### src/rtl/mash111_dsm.sv
// Third-order MASH 1-1-1 delta-sigma modulator for a fractional-N divider.
// Define DSM_DITHER_EN to add a 15-bit LFSR dither on the stage-1 carry-in.
module mash111_dsm #(
  parameter int N     = 16,
  parameter int OUT_W = 4
) (
  input  logic             clk,
  input  logic             rst,
  input  logic             en,
  input  logic             sync_clr,
  input  logic             frac_load,
  input  logic [N-1:0]     frac_in,
  output logic [OUT_W-1:0] dsm_out,
  output logic             dsm_valid,
  output logic [2:0]       carry_dbg
);

  logic [N-1:0]     frac_q, frac_d;
  logic [N-1:0]     acc1_q, acc1_d, acc2_q, acc2_d, acc3_q, acc3_d;
  logic             c2d_q, c2d_d, c3d_q, c3d_d, c3d2_q, c3d2_d;
  logic [OUT_W-1:0] dsm_out_q, dsm_out_d;
  logic             dsm_valid_q, dsm_valid_d;
  logic [2:0]       carry_dbg_q, carry_dbg_d;

  logic             cin;
  logic [N:0]       sum1, sum2, sum3;
  logic             c1, c2, c3;
  logic [OUT_W-1:0] y;

`ifdef DSM_DITHER_EN
  logic [14:0] lfsr_q, lfsr_d;

  always_comb begin
    lfsr_d = lfsr_q;
    if (sync_clr)
      lfsr_d = 15'h0001;
    else if (en)
      lfsr_d = {lfsr_q[13:0], lfsr_q[14] ^ lfsr_q[13]};
  end

  always_ff @(posedge clk or posedge rst) begin
    if (rst) lfsr_q <= 15'h0001;
    else     lfsr_q <= lfsr_d;
  end

  assign cin = lfsr_q[0];
`else
  assign cin = 1'b0;
`endif

  always_comb begin
    sum1 = {1'b0, acc1_q} + {1'b0, frac_q} + (N+1)'(cin);
    sum2 = {1'b0, acc2_q} + {1'b0, sum1[N-1:0]};
    sum3 = {1'b0, acc3_q} + {1'b0, sum2[N-1:0]};
    c1   = sum1[N];
    c2   = sum2[N];
    c3   = sum3[N];
    // Modular OUT_W arithmetic yields the two's-complement result directly.
    y    = OUT_W'(c1) + OUT_W'(c2) - OUT_W'(c2d_q)
         + OUT_W'(c3) - (OUT_W'(c3d_q) << 1) + OUT_W'(c3d2_q);
  end

  always_comb begin
    frac_d      = frac_load ? frac_in : frac_q;
    acc1_d      = acc1_q;
    acc2_d      = acc2_q;
    acc3_d      = acc3_q;
    c2d_d       = c2d_q;
    c3d_d       = c3d_q;
    c3d2_d      = c3d2_q;
    dsm_out_d   = dsm_out_q;
    dsm_valid_d = 1'b0;
    carry_dbg_d = carry_dbg_q;
    if (sync_clr) begin
      acc1_d      = '0;
      acc2_d      = '0;
      acc3_d      = '0;
      c2d_d       = 1'b0;
      c3d_d       = 1'b0;
      c3d2_d      = 1'b0;
      dsm_out_d   = '0;
      carry_dbg_d = '0;
    end else if (en) begin
      acc1_d      = sum1[N-1:0];
      acc2_d      = sum2[N-1:0];
      acc3_d      = sum3[N-1:0];
      c2d_d       = c2;
      c3d_d       = c3;
      c3d2_d      = c3d_q;
      dsm_out_d   = y;
      dsm_valid_d = 1'b1;
      carry_dbg_d = {c3, c2, c1};
    end
  end

  always_ff @(posedge clk or posedge rst) begin
    if (rst) begin
      frac_q      <= '0;
      acc1_q      <= '0;
      acc2_q      <= '0;
      acc3_q      <= '0;
      c2d_q       <= 1'b0;
      c3d_q       <= 1'b0;
      c3d2_q      <= 1'b0;
      dsm_out_q   <= '0;
      dsm_valid_q <= 1'b0;
      carry_dbg_q <= '0;
    end else begin
      frac_q      <= frac_d;
      acc1_q      <= acc1_d;
      acc2_q      <= acc2_d;
      acc3_q      <= acc3_d;
      c2d_q       <= c2d_d;
      c3d_q       <= c3d_d;
      c3d2_q      <= c3d2_d;
      dsm_out_q   <= dsm_out_d;
      dsm_valid_q <= dsm_valid_d;
      carry_dbg_q <= carry_dbg_d;
    end
  end

  assign dsm_out   = dsm_out_q;
  assign dsm_valid = dsm_valid_q;
  assign carry_dbg = carry_dbg_q;

endmodule

### config.mk
export PLATFORM = sky130hd
export DESIGN_NAME = mash111_dsm
export DESIGN_NICKNAME = d
export VERILOG_FILES = /design/src/rtl/mash111_dsm.sv
export SDC_FILE = /design/constraint.sdc
export NUM_CORES = 1
export LEC_CHECK = 0
export BUFFER_PORTS_ARGS = -buffer_cell sky130_fd_sc_hd__buf_4
export CAP_MARGIN = 10
export CORE_AREA = 4 4 139 141
export CTS_CLUSTER_DIAMETER = 150
export DETAILED_ROUTE_END_ITERATION = 16
export DIE_AREA = 0 0 143 145
export GPL_TIMING_DRIVEN = 0
export PLACE_DENSITY_LB_ADDON = 0.3
export SYNTH_ARGS = -nofsm -noshare
export SYNTH_HDL_FRONTEND = slang
export SYNTH_SLANG_ARGS = --single-unit
### constraint.sdc
create_clock -name clk -period 6.3 [get_ports clk]
set_input_delay 1.26 -clock clk [delete_from_list [all_inputs] [get_ports clk]]
set_output_delay 1.26 -clock clk [all_outputs]
set_load 0.02 [all_outputs]
Word level (Yosys, flattened, before mapping)
Cells that the tools add are included.
Word-level totals
  register bits after elaboration: 75
  input bits: 21
  output and inout bits: 8
  word-level logic and storage cells: 37
Cells by class
  add/subtract/negate cells: 8
  multiplexer cells: 18
  reductions and logical operators: 1
Operators by type and width (count)
  2-to-1 mux 16 bit: 6
  adder 16 x 16 -> 17 bit: 3
  2-to-1 mux 1 bit: 8
  2-to-1 mux 4 bit: 2
  2-to-1 mux 3 bit: 2
  adder 3 x 2 -> 4 bit: 1
  adder 4 x 1 -> 4 bit: 1
  subtractor 4 x 2 -> 4 bit: 1
  subtractor 2 x 1 -> 3 bit: 1
  adder 1 x 1 -> 2 bit: 1
  nonzero test 2 bit: 1

Longest topological paths before layout
  word-level depth: 9
  mapped depth: 30
  depth with buffers taken out: 30

Least setup slack after synthesis
No wires, ideal clock.
  path type: register to register
  start: reg frac_q[0]
  end: reg dsm_out_q[2] (netlist: dsm_out[2])
  library setup time: 0.132 ns
  data arrival time: 5.098 ns
  data required time: 6.168 ns
  path slack: 1.070 ns
  stages on the path, launching flop included: 29
  buffers on the path: 0
  period minus slack after synthesis: 5.230 ns
  path through: dfrtp_1 > ha_1 > inv_1 > fa_1 > nor2b_1 > o21a_1 > o21ai_0 > a211oi_1 > o21ai_0 > nor2b_1 > xnor2_1 > ha_1 > and4_1 > and2_1 > and3_1 > a31o_2 > a21oi_1 > xnor2_1 > ha_1 > a21o_1 > a21oi_1 > nor2b_1 > a311oi_1 > fa_1 > ha_1 > xor2_1 > nor2_1 > a21oi_1 > nor2_1
Between the ends
  longest elaborated chain between the ends: 9
  elaborated cells between the ends (all ways): 10
  those cells by class: add/sub: 8; mux: 2
RTL lines
  from (decl): RTL line 18  | logic [N-1:0] frac_q, frac_d;
  from (signal assigned): RTL line 109  | frac_q <= frac_d;
  adder 16 x 16 -> 17 bit *: RTL line 52  | sum1 = {1'b0, acc1_q} + {1'b0, frac_q} + (N+1)'(cin);
  parallel branches: the longest is 3 deep, another holds adder 16 x 16 -> 17 bit
  adder 3 x 2 -> 4 bit *: RTL line 60  | + OUT_W'(c3) - (OUT_W'(c3d_q) << 1) + OUT_W'(c3d2_q);
  subtractor 4 x 2 -> 4 bit *: RTL line 60
  adder 4 x 1 -> 4 bit *: RTL line 60
  2-to-1 mux 4 bit *: RTL line 83  | end else if (en) begin
  2-to-1 mux 4 bit *: RTL line 74  | if (sync_clr) begin
  to (signal assigned): RTL line 116  | dsm_out_q <= dsm_out_d;
  to (decl): RTL line 21  | logic [OUT_W-1:0] dsm_out_q, dsm_out_d;
Mark *: on every way between the ends. The select of a mux whose other input is x is not followed.
A chain may end at the register's enable or synchronous reset.

Worst setup path in the final report
Same ends and word-level chain as after synthesis.

==> flow_summary.json <==
{
  "outcome": "finished, final reports clean",
  "ant_nets": 0,
  "finalInstanceArea_um2": 6130,
  "fmax_mhz": 169,
  "synth_seq_area_share": 0.344,
  "timing.final.crit_share": 0.937,
  "drc": 0,
  "clk_pin_slew_ps": 60,
  "diodes": 0,
  "overflow": 0,
  "final_hold_viol_count": 0,
  "yosys_warnings": 0,
  "grtUsageTotal": 0.135,
  "routed_via_density": 5.17,
  "cts_max_level": 3,
  "switching_power_mw": 1.53,
  "grt_pass1_wl_mm": 22.4,
  "first_global_vias": 4301,
  "start_kind": "register",
  "crit_path_end_kind": "register",
  "finalSetupViolations": 0,
  "antenna_found_initial": 0,
  "leakagePower_nw": 2.83,
  "min_period_ps": 5900,
  "cts_buffer_depth": 2,
  "insertion_delay_ps": 350,
  "synthesis.area_um2": 5310,
  "power.density_nw_per_um2": 548,
  "die_h_um": 145,
  "p_sw_frac": 0.455,
  "cts_root_buffer": "clkbuf_16",
  "cap_viol_max_count": 0,
  "power_frac_clock": 0.141,
  "final_nets": 680,
  "worst_hold_slack_ps": 502,
  "fin_util": 0.341,
  "grt_max_degree": 58,
  "coreArea_um2": 18000,
  "arrival_ps": 6120,
  "gp_congestion": 0.918,
  "tightest_slew_ps": 867,
  "cp_common_cell": "ha_1",
  "async_flop_share": 1.00,
  "start_util": 0.296,
  "die_x_um": 143,
  "dr.first_iter.drc_count": 240,
  "met1_usage": 0.182,
  "yosysUniqueCellTypes": 59,
  "max_stage_delay_ps": 440,
  "comb_power_share": 0.662,
  "area_growth_syn_to_layout_pct": 15.5,
  "min_path_type": "register to register",
  "placed_cell_area_um2": 5810,
  "pin_count": 29,
  "setup_tns_ps": 0,
  "drt_pre_antenna_iters": 5,
  "max_slew_margin": 0.422,
  "dp_hpwl_mm": 10.3,
  "vias": 4294,
  "avgSynthCellArea_um2": 9.52,
  "cpMaxStageDelayCell": "fa_1",
  "slew_violations": 0,
  "syn_inst": 558,
  "cts_tree": "yes",
  "ys.flop_type": "dfrtp_1",
  "ir_drop_mv": 0.213,
  "cts_sinks": 73,
  "grt_most_used_layer": "met2",
  "synth_edf_count": 0,
  "synth_nets": 640,
  "skew_ps": 7.45,
  "synth_seq_cells": 73,
  "die-area_um2": 20700,
  "cts_buffers": 9,
  "fp-row-count": 49,
  "cp.required_ps": 6520,
  "drive_above_1_share": 0.135,
  "finalWirelength_mm": 13.8,
  "io_buffers": 25,
  "met3_usage": 0.0378,
  "cp_max_fo": 5,
  "seq_power_share": 0.197,
  "path_class": "register to register",
  "met2_usage": 0.217,
  "wl_per_cell_um": 16.6,
  "p_int_mw": 1.83
}
## cells in the mapped netlist, types with 2 or more instances
cell type	n	area share
a221o_1	6	0.011
mux2i_1	22	0.041
a22o_1	4	0.0066
nand4_1	2	0.0024
o21ai_2	2	0.0033
a211oi_1	16	0.023
ha_1	56	0.13
o21ai_0	19	0.018
buf_1	6	0.0042
o31a_1	2	0.0033
o21a_1	11	0.016
nand3_1	5	0.0047
and2_1	3	0.0035
a31oi_1	7	0.0082
o211ai_1	4	0.0057
o21bai_1	5	0.0071
a21oi_1	34	0.032
buf_2	2	0.0019
nor3b_1	5	0.0071
xor2_1	7	0.012
buf_4	2	0.0028
nor4b_1	2	0.0033
o31ai_1	2	0.0028
fa_1	5	0.019
nand3b_1	2	0.0028
inv_1	37	0.026
xnor2_1	27	0.045
clkbuf_1	12	0.0085
nor4_1	6	0.0071
or2_2	2	0.0024
nor2b_1	10	0.012
dfrtp_1	73	0.34
nand2_1	20	0.014
nor2_1	68	0.048
a21o_1	14	0.020
a311oi_1	2	0.0033
a211o_1	2	0.0033
nor3_1	14	0.013
nand2b_1	4	0.0047
mux2_2	15	0.032
and3_1	3	0.0035
## metal layers
metal / wire, um / vias up
met1: 6470 / 2118
met4: 121 / 0
met3: 570 / 12
met5: 0 / -
met2: 6610 / 73
li1: - / 2091
## cells by family (layout without fill, tap and decap cells)
family,count (synthesis),after routing,synth area share
adders and majority gates,61,61,0.151
DFF,73,73,0.344
muxes,37,37,0.0733
and+or+nand+nor,149,149,0.133
xor gates and xnor gates,34,34,0.0561
AOI/OAI and AO/OA,145,145,0.199
buffers and inverters,59,103,0.0436
## layout by cell type (no fill, tap or decap), types with 14 or more instances in the layout
| master | instances |
|---|---|
| nor3_1 | 14 |
| a21o_1 | 14 |
| mux2_2 | 15 |
| inv_1 | 36 |
| o21ai_0 | 18 |
| ha_1 | 55 |
| nor2_1 | 68 |
| buf_4 | 30 |
| xnor2_1 | 27 |
| a211oi_1 | 15 |
| nand2_1 | 20 |
| mux2i_1 | 22 |
| dfrtp_1 | 73 |
| a21oi_1 | 33 |
## timing repair
action | CTS | global route
endpoints found under the setup margin | 1 | 3
setup buffers | 0 | 3
pin swaps | 0 | 4
hold buffers | 0 | 0
resized for setup | 1 | 7
## metrics by stage
stage | std cells | setup WS, ps | total power [mW]
final | 831 | 399 | 3.36
after detailed placement | 813 | -146 | 2.82
after global routing | 831 | -1.15 | 3.68
after floorplan | 558 | 1070 | 2.37
after global placement | 812 | -40.2 | 2.75
after CTS | 828 | 26.4 | 3.32
## layout make-up
class,count,area (um^2)
buffer,22,92.6
clock buffer,9,225
clock inverter,6,36.3
fill,1862,11800
inverter,37,141
multi-input combinational,426,3290
sequential,73,1830
tap,229,287
timing repair buffer,29,238
## flip-flops by register name (all words and copies together) (netlist names)
| register | count |
|---|---|
| c3d_q | 1 |
| frac_q | 16 |
| acc1_q | 16 |
| acc2_q | 16 |
| dsm_out | 4 |
| c3d2_q | 1 |
| carry_dbg | 2 |
| acc3_q | 16 |
| dsm_valid | 1 |
## path summary, 6_finish.rpt
path,startpoint,end,slack [ps],depth (start not counted)
worst max-delay path,frac_q[0],dsm_out[2],400,28
worst min-delay path,acc1_q[9],acc1_q[9],500,1
worst max register to register,frac_q[0],dsm_out[2],400,28
worst min register to register,acc1_q[9],acc1_q[9],500,1
max in group asynchronous,rst,acc3_q[13],4880,3
min in group asynchronous,rst,frac_q[4],850,2
## power by group through the flow
stage                     logic, mW  clock network [mW]  registers, mW
after floorplan                1.71                   0          0.656
after global placement         2.08                   0          0.665
after detailed placement       2.15                   0          0.670
after CTS                      2.17               0.485          0.663
after global routing           2.50               0.504          0.678
final                          2.23               0.473          0.662
## worst max-delay path: cells and delay by family, from the launching register on
family,cells,cell delay (ps)
AO/OA/AOI/OAI,10,1920
XOR/XNOR,2,310
adder cells (fa/ha/maj),6,1800
buffers and inverters,2,240
flip-flops,1,380
AND/OR/NAND/NOR,8,1080
Note: power is estimated with default switching activity, not from simulation.
